**config.mk**
```make
export PLATFORM = sky130hd
export DESIGN_NAME = coincidence_gate_counter
export DESIGN_NICKNAME = d
export VERILOG_FILES = /design/src/rtl/coincidence_gate_counter.sv
export SDC_FILE = /design/constraint.sdc
export NUM_CORES = 1
export LEC_CHECK = 0
export BUFFER_PORTS_ARGS = -buffer_cell sky130_fd_sc_hd__buf_4
export CAP_MARGIN = 20
export CORE_MARGIN = 1
export CORE_UTILIZATION = 60
export DETAILED_ROUTE_END_ITERATION = 12
export HOLD_SLACK_MARGIN = 0.03
export PLACE_DENSITY = 0.9
export SYNTH_ARGS = -nofsm -noshare
export SYNTH_HDL_FRONTEND = slang
export SYNTH_SLANG_ARGS = --single-unit
```
**constraint.sdc**
```tcl
create_clock -name CLK -period 9.2 [get_ports CLK]
set_input_delay 0.46 -clock CLK [delete_from_list [all_inputs] [get_ports CLK]]
set_output_delay 0.46 -clock CLK [all_outputs]
set_load 0.03 [all_outputs]
```
**src/rtl/coincidence_gate_counter.sv**
```systemverilog
// Two-channel rising-edge and coincidence counter over a programmable gate period.
// Each completed gate's counts are latched for readout through a valid/ack handshake.
module coincidence_gate_counter #(
    parameter int COUNT_W  = 32,
    parameter int WINDOW_W = 8,
    parameter int GATE_W   = 32
) (
    input  logic                CLK,
    input  logic                RST,
    input  logic                SIGNAL_LINE_1,
    input  logic                SIGNAL_LINE_2,
    input  logic                enable,
    input  logic [WINDOW_W-1:0] window,
    input  logic [GATE_W-1:0]   gate_period,
    output logic [COUNT_W-1:0]  count_ch1,
    output logic [COUNT_W-1:0]  count_ch2,
    output logic [COUNT_W-1:0]  count_coinc,
    output logic                snap_valid,
    input  logic                snap_ack,
    output logic                snap_missed
);

    localparam logic [COUNT_W-1:0]  COUNT_MAX = {COUNT_W{1'b1}};
    localparam logic [COUNT_W-1:0]  COUNT_ONE = {{(COUNT_W-1){1'b0}}, 1'b1};
    localparam logic [WINDOW_W-1:0] WIN_ONE   = {{(WINDOW_W-1){1'b0}}, 1'b1};
    localparam logic [GATE_W-1:0]   GATE_ONE  = {{(GATE_W-1){1'b0}}, 1'b1};

    typedef enum logic [1:0] {
        ST_IDLE  = 2'd0,
        ST_OPEN1 = 2'd1,
        ST_OPEN2 = 2'd2
    } state_t;

    function automatic logic [COUNT_W-1:0] sat_inc(input logic [COUNT_W-1:0] v, input logic inc);
        return (inc && (v != COUNT_MAX)) ? (v + COUNT_ONE) : v;
    endfunction

    logic [1:0]          meta_q, meta_d, sync_q, sync_d, prev_q, prev_d, edge_q, edge_d;
    state_t              state_q, state_d;
    logic [WINDOW_W-1:0] wtimer_q, wtimer_d;
    logic [GATE_W-1:0]   gtimer_q, gtimer_d, period_q, period_d;
    logic [COUNT_W-1:0]  live1_q, live1_d, live2_q, live2_d, livec_q, livec_d;
    logic [COUNT_W-1:0]  cnt1_q, cnt1_d, cnt2_q, cnt2_d, cntc_q, cntc_d;
    logic                valid_q, valid_d, missed_q, missed_d;
    logic                e1, e2, coinc_hit, gate_run, terminal;
    logic [GATE_W-1:0]   period_eff;
    logic [COUNT_W-1:0]  next1, next2, nextc;

    // Two-flop synchroniser plus registered rising-edge pulse per channel.
    always_comb begin
        meta_d = {SIGNAL_LINE_2, SIGNAL_LINE_1};
        sync_d = meta_q;
        prev_d = sync_q;
        edge_d = sync_q & ~prev_q;
    end

    assign e1 = edge_q[0];
    assign e2 = edge_q[1];

    // Coincidence FSM: next-state logic.
    always_comb begin
        state_d = state_q;
        case (state_q)
            ST_IDLE: begin
                if (e1 && e2)       state_d = ST_IDLE;
                else if (e1)        state_d = ST_OPEN1;
                else if (e2)        state_d = ST_OPEN2;
                else                state_d = ST_IDLE;
            end
            ST_OPEN1: begin
                if (e2)                     state_d = ST_IDLE;
                else if (e1)                state_d = ST_OPEN1;
                else if (wtimer_q == window) state_d = ST_IDLE;
                else                        state_d = ST_OPEN1;
            end
            ST_OPEN2: begin
                if (e1)                     state_d = ST_IDLE;
                else if (e2)                state_d = ST_OPEN2;
                else if (wtimer_q == window) state_d = ST_IDLE;
                else                        state_d = ST_OPEN2;
            end
            default: state_d = ST_IDLE;
        endcase
        if (!enable) begin
            state_d = ST_IDLE;
        end else begin
            state_d = state_d;
        end
    end

    // Coincidence FSM: hit pulse and window timer.
    always_comb begin
        coinc_hit = 1'b0;
        wtimer_d  = wtimer_q;
        case (state_q)
            ST_IDLE: begin
                if (e1 && e2)     coinc_hit = 1'b1;
                else if (e1 || e2) wtimer_d = '0;
                else              wtimer_d = wtimer_q;
            end
            ST_OPEN1, ST_OPEN2: begin
                if ((state_q == ST_OPEN1) ? e2 : e1) begin
                    coinc_hit = 1'b1;
                    wtimer_d  = '0;
                end else if ((state_q == ST_OPEN1) ? e1 : e2) begin
                    wtimer_d = '0;
                end else if (wtimer_q == window) begin
                    wtimer_d = '0;
                end else begin
                    wtimer_d = wtimer_q + WIN_ONE;
                end
            end
            default: begin
                coinc_hit = 1'b0;
                wtimer_d  = '0;
            end
        endcase
        if (!enable) begin
            coinc_hit = 1'b0;
            wtimer_d  = '0;
        end else begin
            coinc_hit = coinc_hit;
        end
    end

    // Gate timer, live counters and snapshot/handshake.
    always_comb begin
        period_eff = (gtimer_q == '0) ? gate_period : period_q;
        period_d   = period_eff;
        gate_run   = enable && (gate_period != '0);
        terminal   = gate_run && (gtimer_q == (period_eff - GATE_ONE));
        next1      = sat_inc(live1_q, e1);
        next2      = sat_inc(live2_q, e2);
        nextc      = sat_inc(livec_q, coinc_hit);
        cnt1_d     = cnt1_q;
        cnt2_d     = cnt2_q;
        cntc_d     = cntc_q;
        valid_d    = valid_q;
        missed_d   = missed_q;

        if (!enable)       gtimer_d = '0;
        else if (!gate_run) gtimer_d = gtimer_q;
        else if (terminal) gtimer_d = '0;
        else               gtimer_d = gtimer_q + GATE_ONE;

        if (!enable || terminal) begin
            live1_d = '0;
            live2_d = '0;
            livec_d = '0;
        end else begin
            live1_d = next1;
            live2_d = next2;
            livec_d = nextc;
        end

        // A gate ending while the previous snapshot is still unread is dropped.
        if (terminal) begin
            if (!valid_q || snap_ack) begin
                cnt1_d  = next1;
                cnt2_d  = next2;
                cntc_d  = nextc;
                valid_d = 1'b1;
            end else begin
                missed_d = 1'b1;
            end
        end else if (snap_ack && valid_q) begin
            valid_d = 1'b0;
        end else begin
            valid_d = valid_q;
        end
    end

    // State register.
    always_ff @(posedge CLK) begin
        if (RST) begin
            meta_q   <= 2'b00;
            sync_q   <= 2'b00;
            prev_q   <= 2'b00;
            edge_q   <= 2'b00;
            state_q  <= ST_IDLE;
            wtimer_q <= '0;
            gtimer_q <= '0;
            period_q <= '0;
            live1_q  <= '0;
            live2_q  <= '0;
            livec_q  <= '0;
            cnt1_q   <= '0;
            cnt2_q   <= '0;
            cntc_q   <= '0;
            valid_q  <= 1'b0;
            missed_q <= 1'b0;
        end else begin
            meta_q   <= meta_d;
            sync_q   <= sync_d;
            prev_q   <= prev_d;
            edge_q   <= edge_d;
            state_q  <= state_d;
            wtimer_q <= wtimer_d;
            gtimer_q <= gtimer_d;
            period_q <= period_d;
            live1_q  <= live1_d;
            live2_q  <= live2_d;
            livec_q  <= livec_d;
            cnt1_q   <= cnt1_d;
            cnt2_q   <= cnt2_d;
            cntc_q   <= cntc_d;
            valid_q  <= valid_d;
            missed_q <= missed_d;
        end
    end

    assign count_ch1   = cnt1_q;
    assign count_ch2   = cnt2_q;
    assign count_coinc = cntc_q;
    assign snap_valid  = valid_q;
    assign snap_missed = missed_q;

endmodule

```
==> out/metrics.yaml <==
status: "completed"
coreArea_um2: 22800
setup_viol: 0
synth_fp_nets: 1662
cts_buffers: 29
final.period_utilization_pct: 68.7
ctsResizeCount: 0
syn_avg_cell_area_um2: 8.79
clkLatencyLatePin_ns: 0.56
synth_flop_cell: "dfxtp_1"
clk_pin_slew_ns: 0.06
max_cap_viol_count: 0
cts_tree: "yes"
r2r_setup_slack_ns: 2.88
async_flop_share_pct: 0
hold_viol: 0
cp_slowest_cell: "nor2_4"
dr_total_vias: 11500
die_y_um: 155
rows: 55
mostFrequentLayoutCell: "nor2_1"
ir_worst_vdd_mv: 0.161
grt_max_degree: 95
gp_congestion: 0.964
synth_cell_types: 75
hpwl_um: 22500
cellPowerDensity_nw_per_um2: 162
yosysTopAreaCellShare_pct: 39.2
drv_slew: 0
max_stage_delay_ns: 0.54
crit_start: "gtimer_q[0]$_SDFFE_PP0P_"
ys_warn_count: 0
synthCells: 1605
slew_headroom_pct: 26.5
path_buf_inv: 2
cp_num_cells: 18
post-place-ws_ns: 3.00
viasPerCell: 5.66
holdWs_ns: 0.164
tightestPinTransition_ns: 1.10
reg2regPathDepth: 18
critPathCapture: "count_coinc[3]$_SDFFE_PP0P_"
synth-edff-count: 0
cts_max_path_buffers: 3
yosysTopAreaCell: "dfxtp_1"
min_period_ns: 6.32
wl_per_cell_um: 15.9
r2r-start: "gtimer_q[0]$_SDFFE_PP0P_"
timing.final.ws_setup_ns: 2.88
initial_core_util_pct: 61.7
ys_seq_area_share_pct: 39.2
first_pass_iters: 5
die_w_um: 155
die-area_um2: 24100
drt_iter0_drc: 812
start_kind: "flop"
hp-class: "in -> reg"
crit_type: "reg -> reg"
ys_ff_latch: 276
cts-root-buf: "clkbuf_16"
power.total_mw: 2.63
antenna_found_initial: 0
endpoint_kind: "flop"
clock_sinks: 276
drive_above_1_share_pct: 18.8
max_freq_mhz: 158
cp.arrival_ns: 6.77
syn_area_um2: 14100
layout.nets: 1763
h-tree-depth: 1
area_growth_pct: 15.3
crit_family: "simple AND/OR/NAND/NOR gates"
crit_required_ns: 9.65
p_leak_nw: 6.58
grt_pass1_vias: 11200
rsz0062_at_grt: "no"
grtUsageTotal_pct: 26.8
crit_fanout: 52
port_buffers: 143
grt_pass1_wl_um: 53600
grt.overflow.total: 0
drc: 0
postRouteAntennaNets: 0
pin_count: 144
path_cells: "inv_1 -> ha_1 -> nor4b_2 -> nand4_2 -> nor2_4 -> mux2i_1 -> ha_1 -> nor3b_1 -> and4_1 -> nor2b_1 -> mux2i_1 -> xor2_1 -> nor4_1 -> o2111ai_1 -> nor3b_1 -> nand2_4 -> buf_4 -> mux2_2"
antenna_cells: 0
skew_ns: 0.0133
post_cts_buffers: 0
n_fill_cell: 1719
hold_buffers: 0
totalWireLength_um: 32400
fin_tns_setup_ns: 0
layout_common_cells: "nor2_1 (299), dfxtp_1 (276), buf_4 (147)"
worst_r2r_endpoint: "count_coinc[3]$_SDFFE_PP0P_"
yosys-top-cells-area: "dfxtp_1 (39%), nor2_1 (8.0%), xor2_1 (6.1%), xnor2_1 (5.7%), nor2b_1 (5.2%)"
metal layers:
metal / share of wire (%) / global-route usage, %
met5: 0 / 0
met2: 48 / 45.9
met1: 43 / 34.0
met3: 5.7 / 4.07
met4: 2.8 / 9.94
report_power, final:
part	internal, mW	switching (mW)
registers	1.21	0.0150
clock network	0.734	0.491
logic	0.0692	0.110
flip-flops by register name, indices dropped and copies added (netlist names), 8 cells and up:
| name | count |
|---|---|
| gtimer_q | 32 |
| live1_q | 32 |
| count_ch1 | 32 |
| wtimer_q | 8 |
| period_q | 32 |
| live2_q | 32 |
| livec_q | 32 |
| count_coinc | 32 |
| count_ch2 | 32 |
cells in the mapped netlist, drive strengths merged (2+ instances only):
master and n:
nor2 300, a211o 4, o2111ai 3, nor2b 117, or2 9, a21o 3, nand2 116, nand4 33
ha 11, nor3b 4, and2 10, nand3b 7, o211a 3, o211ai 7, xor2 99, a211oi 7
xnor2 92, o31ai 2, o22a 2, o22ai 2, mux2 97, nand4b 5, clkbuf 45, dfxtp 276
and4 18, a21oi 30, o311ai 4, a21boi 2, and3 28, nand2b 14, nand3 53, a311oi 3
buf 33, or4 5, a31oi 2, nor4 31, nor3 27, mux2i 28, o21ai 17, or3 11
inv 27
through the flow:
step / instances / area [um2] / util [%]
floorplan: 1605 / 14100 / -
global placement: 1988 / 15200 / 66.7
detailed placement: 1988 / 15200 / 66.7
CTS: 2040 / 16300 / 71.2
global route: 2040 / 16300 / 71.2
finish: 2040 / 16300 / 71.2
cells by family (layout without fill, tap and decap cells):
logic type	Yosys count	after routing	synth area share [%]
simple gates	791	791	28.4
mux	125	125	10.8
buf+inv	105	227	3.40
xor+xnor	192	192	12.0
fa+ha+maj	11	11	0.976
flops	276	276	39.2
compound gates	105	105	5.22
worst min path at each step:
stage                         start  cells past startpoint  slack (ns)                      end
3_3_place_gp   prev_q[0]$_SDFF_PP0_                      1        0.37     edge_q[0]$_SDFF_PP0_
4_1_cts             gate_period[20]                      3        0.15  period_q[20]$_SDFF_PP0_
6_report            gate_period[20]                      3        0.16  period_q[20]$_SDFF_PP0_
5_1_grt             gate_period[12]                      3        0.16  period_q[12]$_SDFF_PP0_
2_1_floorplan  prev_q[0]$_SDFF_PP0_                      1        0.37     edge_q[0]$_SDFF_PP0_
3_5_place_dp   prev_q[1]$_SDFF_PP0_                      1        0.37     edge_q[1]$_SDFF_PP0_
worst min-delay path, delay by kind of cell:
family | cells | cell delay (ns)
AND/OR/NAND/NOR | 1 | 0.05
AO/OA/AOI/OAI | 1 | 0.05
buffers and inverters | 1 | 0.12
area by class of cell:
class / instances / area, um2 / area share [%]
inverter: 27 / 101 / 0.623
sequential: 276 / 5530 / 34.0
timing repair buffer: 148 / 1110 / 6.86
multi-input combinational: 1224 / 8110 / 49.9
tap: 313 / 392 / 2.41
clock buffer: 37 / 806 / 4.96
clock inverter: 15 / 205 / 1.26
(Power assumes the default switching activity.)
